--- config.mk ---
export PLATFORM = sky130hd
export DESIGN_NAME = ram_burst_master_flat
export DESIGN_NICKNAME = d
export VERILOG_FILES = /design/src/rtl/ram_burst_master_pkg.sv /design/src/rtl/ram_burst_master_if.sv /design/src/rtl/ram_burst_master_timeout.sv /design/src/rtl/ram_burst_master.sv /design/src/flat_wrapper.sv
export SDC_FILE = /design/constraint.sdc
export NUM_CORES = 1
export LEC_CHECK = 0
export CORE_ASPECT_RATIO = 0.6
export CORE_MARGIN = 10
export CORE_UTILIZATION = 46
export CTS_BUF_LIST = sky130_fd_sc_hd__clkbuf_2
export DETAILED_ROUTE_END_ITERATION = 7
export HOLD_SLACK_MARGIN = 0.1
export PLACE_DENSITY_LB_ADDON = 0.12
export SYNTH_ARGS = -nofsm -noshare
export SYNTH_HDL_FRONTEND = slang
export SYNTH_SLANG_ARGS = --single-unit
--- constraint.sdc ---
create_clock -name clk -period 2.3 [get_ports clk]
set_input_delay 0.23 -clock clk [delete_from_list [all_inputs] [get_ports clk]]
set_output_delay 0.23 -clock clk [all_outputs]
set_load 0.01 [all_outputs]
--- src/rtl/ram_burst_master_pkg.sv ---
// ram_burst_master_pkg: shared widths, timeout default and FSM state encoding for the ram burst master.
package ram_burst_master_pkg;
    localparam int DEF_DATA_WIDTH = 8;
    localparam int DEF_ADDR_WIDTH = 4;
    localparam int DEF_LEN_WIDTH  = 4;
    localparam int DEF_TIMEOUT    = 8;
    typedef enum logic [1:0] {
        S_IDLE     = 2'd0,
        S_WR       = 2'd1,
        S_RD_ISSUE = 2'd2,
        S_RD_WAIT  = 2'd3
    } state_t;
endpackage

--- src/rtl/ram_burst_master_if.sv ---
// ram_burst_master_if: command, write/read stream and ram pin bundle of the burst master.
interface ram_burst_master_if
    import ram_burst_master_pkg::*;
#(
    parameter int DW = DEF_DATA_WIDTH,
    parameter int AW = DEF_ADDR_WIDTH,
    parameter int LW = DEF_LEN_WIDTH
);
    logic          cmd_valid;
    logic          cmd_ready;
    logic          cmd_wr;
    logic [AW-1:0] cmd_addr;
    logic [LW-1:0] cmd_len;
    logic [DW-1:0] wr_data;
    logic          wr_valid;
    logic          wr_ready;
    logic [DW-1:0] rd_data;
    logic          rd_valid;
    logic          done;
    logic          err_timeout;
    logic          ram_en;
    logic          ram_wr_rd;
    logic [AW-1:0] ram_addr;
    logic [DW-1:0] ram_wdata;
    logic [DW-1:0] ram_rdata;
    logic          ram_out_en;
    modport master (
        input  cmd_valid, cmd_wr, cmd_addr, cmd_len, wr_data, wr_valid, ram_rdata, ram_out_en,
        output cmd_ready, wr_ready, rd_data, rd_valid, done, err_timeout,
               ram_en, ram_wr_rd, ram_addr, ram_wdata
    );
    modport slave (
        output cmd_valid, cmd_wr, cmd_addr, cmd_len, wr_data, wr_valid, ram_rdata, ram_out_en,
        input  cmd_ready, wr_ready, rd_data, rd_valid, done, err_timeout,
               ram_en, ram_wr_rd, ram_addr, ram_wdata
    );
endinterface

--- src/rtl/ram_burst_master_timeout.sv ---
// ram_timeout_counter: saturating wait timer; o_expired marks the LIMIT-th enabled cycle since clear.
module ram_timeout_counter #(
    parameter int LIMIT = 8
) (
    input  logic clk,
    input  logic rst,
    input  logic i_clear,
    input  logic i_enable,
    output logic o_expired
);
    localparam int W = $clog2(LIMIT);
    logic [W-1:0] r_cnt;
    always_ff @(posedge clk or posedge rst)
        if (rst) r_cnt <= '0;
        else if (i_clear) r_cnt <= '0;
        else if (i_enable && !o_expired) r_cnt <= r_cnt + 1'b1;
    assign o_expired = r_cnt == W'(LIMIT - 1);
endmodule

--- src/rtl/ram_burst_master.sv ---
// ram_burst_master: burst read/write initiator driving the single-port ram, with read timeout abort.
module ram_burst_master
    import ram_burst_master_pkg::*;
#(
    parameter int DATA_WIDTH = DEF_DATA_WIDTH,
    parameter int ADDR_WIDTH = DEF_ADDR_WIDTH,
    parameter int LEN_WIDTH  = DEF_LEN_WIDTH,
    parameter int TIMEOUT    = DEF_TIMEOUT
) (
    input logic clk,
    input logic rst,
    ram_burst_master_if.master m
);
    state_t                r_state, w_next;
    logic [ADDR_WIDTH-1:0] r_addr;
    logic [LEN_WIDTH-1:0]  r_cnt;
    logic [DATA_WIDTH-1:0] r_rd_data;
    logic                  r_rd_valid, r_done, r_err;
    logic                  w_wr_beat, w_rd_beat, w_last, w_expired;
    assign w_wr_beat = r_state == S_WR && m.wr_valid;
    assign w_rd_beat = r_state == S_RD_WAIT && m.ram_out_en;
    assign w_last    = r_cnt == '0;
    ram_timeout_counter #(.LIMIT(TIMEOUT)) u_timer (
        .clk       (clk),
        .rst       (rst),
        .i_clear   (r_state == S_RD_ISSUE),
        .i_enable  (r_state == S_RD_WAIT),
        .o_expired (w_expired)
    );
    always_comb begin
        w_next = r_state;
        case (r_state)
            S_IDLE:     w_next = m.cmd_valid ? (m.cmd_wr ? S_WR : S_RD_ISSUE) : S_IDLE;
            S_WR:       w_next = w_wr_beat && w_last ? S_IDLE : S_WR;
            S_RD_ISSUE: w_next = S_RD_WAIT;
            S_RD_WAIT:  w_next = w_rd_beat ? (w_last ? S_IDLE : S_RD_ISSUE) : (w_expired ? S_IDLE : S_RD_WAIT);
            default:    w_next = S_IDLE;
        endcase
    end
    always_ff @(posedge clk or posedge rst)
        if (rst) begin
            r_state    <= S_IDLE;
            r_addr     <= '0;
            r_cnt      <= '0;
            r_rd_data  <= '0;
            r_rd_valid <= 1'b0;
            r_done     <= 1'b0;
            r_err      <= 1'b0;
        end else begin
            r_state    <= w_next;
            r_rd_valid <= w_rd_beat;
            r_done     <= (w_wr_beat || w_rd_beat) && w_last;
            // A beat arriving on the expiry cycle wins over the abort.
            r_err      <= r_state == S_RD_WAIT && !m.ram_out_en && w_expired;
            if (w_rd_beat) r_rd_data <= m.ram_rdata;
            if (r_state == S_IDLE && m.cmd_valid) begin
                r_addr <= m.cmd_addr;
                r_cnt  <= m.cmd_len;
            end else if (w_wr_beat || w_rd_beat) begin
                r_addr <= r_addr + 1'b1;
                r_cnt  <= r_cnt - 1'b1;
            end
        end
    assign m.cmd_ready   = r_state == S_IDLE;
    assign m.wr_ready    = r_state == S_WR;
    assign m.rd_data     = r_rd_data;
    assign m.rd_valid    = r_rd_valid;
    assign m.done        = r_done;
    assign m.err_timeout = r_err;
    assign m.ram_en      = w_wr_beat || r_state == S_RD_ISSUE;
    assign m.ram_wr_rd   = r_state == S_WR;
    assign m.ram_addr    = (r_state == S_WR || r_state == S_RD_ISSUE) ? r_addr : '0;
    assign m.ram_wdata   = r_state == S_WR ? m.wr_data : '0;
endmodule

--- src/flat_wrapper.sv ---
// flat-port wrapper written by rule: the top's interface ports become plain ports
module ram_burst_master_flat import ram_burst_master_pkg::*;
#(
    parameter int DATA_WIDTH = DEF_DATA_WIDTH,
    parameter int ADDR_WIDTH = DEF_ADDR_WIDTH,
    parameter int LEN_WIDTH  = DEF_LEN_WIDTH,
    parameter int TIMEOUT    = DEF_TIMEOUT
)
  (clk, rst, m_cmd_valid, m_cmd_wr, m_cmd_addr, m_cmd_len, m_wr_data, m_wr_valid, m_ram_rdata, m_ram_out_en, m_cmd_ready, m_wr_ready, m_rd_data, m_rd_valid, m_done, m_err_timeout, m_ram_en, m_ram_wr_rd, m_ram_addr, m_ram_wdata);
  ram_burst_master_if m_i ();
  input logic clk;
  input logic rst;
  input wire logic [$bits(m_i.cmd_valid)-1:0] m_cmd_valid;
  input wire logic [$bits(m_i.cmd_wr)-1:0] m_cmd_wr;
  input wire logic [$bits(m_i.cmd_addr)-1:0] m_cmd_addr;
  input wire logic [$bits(m_i.cmd_len)-1:0] m_cmd_len;
  input wire logic [$bits(m_i.wr_data)-1:0] m_wr_data;
  input wire logic [$bits(m_i.wr_valid)-1:0] m_wr_valid;
  input wire logic [$bits(m_i.ram_rdata)-1:0] m_ram_rdata;
  input wire logic [$bits(m_i.ram_out_en)-1:0] m_ram_out_en;
  output wire logic [$bits(m_i.cmd_ready)-1:0] m_cmd_ready;
  output wire logic [$bits(m_i.wr_ready)-1:0] m_wr_ready;
  output wire logic [$bits(m_i.rd_data)-1:0] m_rd_data;
  output wire logic [$bits(m_i.rd_valid)-1:0] m_rd_valid;
  output wire logic [$bits(m_i.done)-1:0] m_done;
  output wire logic [$bits(m_i.err_timeout)-1:0] m_err_timeout;
  output wire logic [$bits(m_i.ram_en)-1:0] m_ram_en;
  output wire logic [$bits(m_i.ram_wr_rd)-1:0] m_ram_wr_rd;
  output wire logic [$bits(m_i.ram_addr)-1:0] m_ram_addr;
  output wire logic [$bits(m_i.ram_wdata)-1:0] m_ram_wdata;
  assign m_i.cmd_valid = m_cmd_valid;
  assign m_i.cmd_wr = m_cmd_wr;
  assign m_i.cmd_addr = m_cmd_addr;
  assign m_i.cmd_len = m_cmd_len;
  assign m_i.wr_data = m_wr_data;
  assign m_i.wr_valid = m_wr_valid;
  assign m_i.ram_rdata = m_ram_rdata;
  assign m_i.ram_out_en = m_ram_out_en;
  assign m_cmd_ready = m_i.cmd_ready;
  assign m_wr_ready = m_i.wr_ready;
  assign m_rd_data = m_i.rd_data;
  assign m_rd_valid = m_i.rd_valid;
  assign m_done = m_i.done;
  assign m_err_timeout = m_i.err_timeout;
  assign m_ram_en = m_i.ram_en;
  assign m_ram_wr_rd = m_i.ram_wr_rd;
  assign m_ram_addr = m_i.ram_addr;
  assign m_ram_wdata = m_i.ram_wdata;
  ram_burst_master #(.DATA_WIDTH(DATA_WIDTH), .ADDR_WIDTH(ADDR_WIDTH), .LEN_WIDTH(LEN_WIDTH), .TIMEOUT(TIMEOUT)) u_core (.clk(clk), .rst(rst), .m(m_i));
endmodule
==> reports/qor.txt <==
Status: complete, no violations
Reg clk slew, reported paths: 0.23 ns
Final period util: 93.9%
Vias: 1028
Max incr delay on CP: 0.54 ns
Slowest stage cell, crit path: clkdlybuf4s50_1
Synth unique cells: 28
Die height: 60.3 µm
Ant diodes: 0
Gpl congestion: 0.798
Core area: 2540 µm²
Worst Setup End Kind: output pin
Slew Viols, Final: 0
CP top delay family: buffers and inverters
Routed len/inst: 15.8 µm
Global-route wire length before repair: 4990 µm
Most frequent cells after synthesis: dfrtp_1, and2_1, nor2_1
Syn. warnings: 0
Layout cell share with drive strength beyond 1: 9.14%
Area contributors post-synth: dfrtp_1, ha_1, mux2_2
WHS: 0.179 ns
Vias/cell: 4.97
Initial antenna violation count: 0
Data required time of the worst path: 2.07 ns
Syn Area/Cell: 10.5 µm²
FILL cells: 187
Netlist Area Pre-Place: 1240 µm²
Post-Place Cell Area: 1840 µm²
Pleak: 0.834 nW
Worst Hold Class: in2async
# IOs: 57
Clock root buffer: clkbuf_2
Most frequent cell after synthesis: dfrtp_1
RSZ-0062 raised after global routing: yes
Clock tree buffer depth: 2
Max FO, Critical Path: 4
Mapped Cells: 118
DR iter-0 viols: 47
Final instance area: 1850 µm²
Number of port buffers: 56
Sequential element share of the synthesized area: 48.3%
#FFs+latches synth: 24
Async S/R FF share, synth: 100%
Clk_lat worst skew: 0.34 ns
Dpl hpwl: 2660 µm
Maximum clock frequency: 463 MHz
Gr ovfl total: 0
CP cell instances: inv_1 > ha_1 > and2_1 > clkdlybuf4s50_1
Largest net degree at the start of global routing: 25
Tmin final: 2.16 ns
CTS buffer count: 3
Initial Util: 48.9%
Max-cap violations: 0
Clock sink total: 24
Main synth FF type: dfrtp_1
H-tree depth: 1
FP Rows: 14
Hold Vio Cnt, Final: 0
Antenna Nets Post-Route: 0
Final core occ: 73.0%
Pwr Total: 2.28 mW
Vias in the first global route: 1072
CTS tree: done
WP data arrival: 1.93 ns
Slew @ Worst Pin: 0.487 ns
Flop2flop setup slack: 0.51 ns
Power per cell area: 1230 nW/µm²
Gr usage total: 11.9%
Die X: 87.1 µm
# DRC: 0
WL final: 3270 µm
Net Count, Synth: 157
Max IR drop VDD: 0.798 mV
Synth area leader: dfrtp_1
Final count of negative-setup-slack endpoints: 0
Die area: 5250 µm²
Buf/Inv on CP: 2
Layout Area Growth over Synthesis: 49.1%
CP Launch Type: flop
Drt first pass iters: 4
Skew final: 0.0317 ns
Yosys top cell area share: 48.3%
# hold bufs at CTS: 0
CP Class: reg2out
Postcts setup bufs: 0
Relative slew slack: 67.5%
Final #Nets: 216
EDFF count, synth: 0
-- repair_timing --
item / in CTS / in global routing
gates resized for setup: 0 / 1
hold endpoints to repair: 0 / 0
endpoints found under the setup margin: 0 / 9
-- cell families (layout without fill, tap and decap cells) --
logic type,count (synthesis),count (layout),share of synthesized area (%)
compound gates,18,18,9.27
fa+ha+maj,9,9,9.06
mux,11,11,9.67
flops,24,24,48.3
xor+xnor,3,3,2.12
simple gates,40,40,17.0
buf+inv,13,70,4.53
-- final cells by class --
cell class	count	area (µm²)	area share, %
sequential	24	601	32.4
multi-input combinational	81	588	31.7
timing repair buffer	58	576	31.1
tap	32	40.0	2.16
inverter	9	33.8	1.82
clock buffer	3	15.0	0.810
-- flip-flops by register name (all words and copies together) (netlist names) --
| register | cells |
|---|---|
| u_core.m.rd_data | 8 |
| u_core.r_addr | 4 |
| u_core.r_cnt | 4 |
| u_core.u_timer.r_cnt | 3 |
| u_core.r_state | 2 |
| u_core.m.done | 1 |
| u_core.m.err_timeout | 1 |
| u_core.m.rd_valid | 1 |
-- through the flow --
step	TNS, ns	instances	setup slack (ns)
finish	0	207	0.141
global route	-0.00621	207	-0.00467
CTS	0	207	0.0134
detailed placement	0	204	0.436
global placement	0	204	0.566
floorplan	0	118	0.803
-- layout by cell type (no fill, tap or decap) --
master	Yosys	routed
a31oi_1	5	5
ha_1	9	8
xor2_1	1	1
buf_4	2	2
clkbuf_2	0	3
mux2_2	8	8
nand3_1	1	1
and2_1	12	12
mux2i_1	3	3
a21boi_0	1	1
ha_2	0	1
nor2_1	12	12
nor2b_1	2	2
nor3b_1	1	1
a21oi_1	3	3
inv_1	9	9
dfrtp_1	24	24
nand2_1	4	4
a21o_1	1	1
or3_1	4	4
and3_1	1	1
or2_2	1	1
a2bb2oi_1	2	2
clkdlybuf4s50_1	0	56
o21ai_0	4	4
nand2b_1	1	1
a211o_1	1	1
a22oi_1	1	1
or3_2	1	1
xnor2_1	2	2
-- final timing paths --
kind                                          start                   to  depth (start not counted)
worst max register to register    u_core.r_state[1]      u_core.r_cnt[2]                          6
min in group clk                       m_cmd_len[3]      u_core.r_cnt[3]                          3
worst min-delay path                            rst     u_core.r_addr[3]                          3
worst max-delay path              u_core.r_state[1]        m_ram_addr[1]                          4
worst min register to register  u_core.m.rd_data[4]  u_core.m.rd_data[4]                          1
max in group asynchronous                       rst    u_core.m.rd_valid                          3
-- metal layers --
metal  vias to the layer above  part of all wire [%]  GRT usage [%]
li1                        509                     -              -
met1                       466                    44           13.6
met2                        53                    43           20.0
met3                         0                    13           6.51
met4                         0                     0           1.36
met5                         -                     0              0
-- worst register-to-register path, stage by stage, from the launching register on --
cell and delay [ns]:
dfrtp_1 0.46, inv_1 0.11, ha_2 0.30, a22oi_1 0.09, buf_4 0.19, or3_2 0.42
a31oi_1 0.17
-- report_power, final --
| group | switching (mW) | total [mW] | internal (mW) |
|---|---|---|---|
| Combinational | 0.603 | 1.38 | 0.781 |
| Sequential | 0.127 | 0.741 | 0.613 |
| Clock | 0.121 | 0.156 | 0.0355 |
No activity file was read; power rests on OpenSTA's default activity.
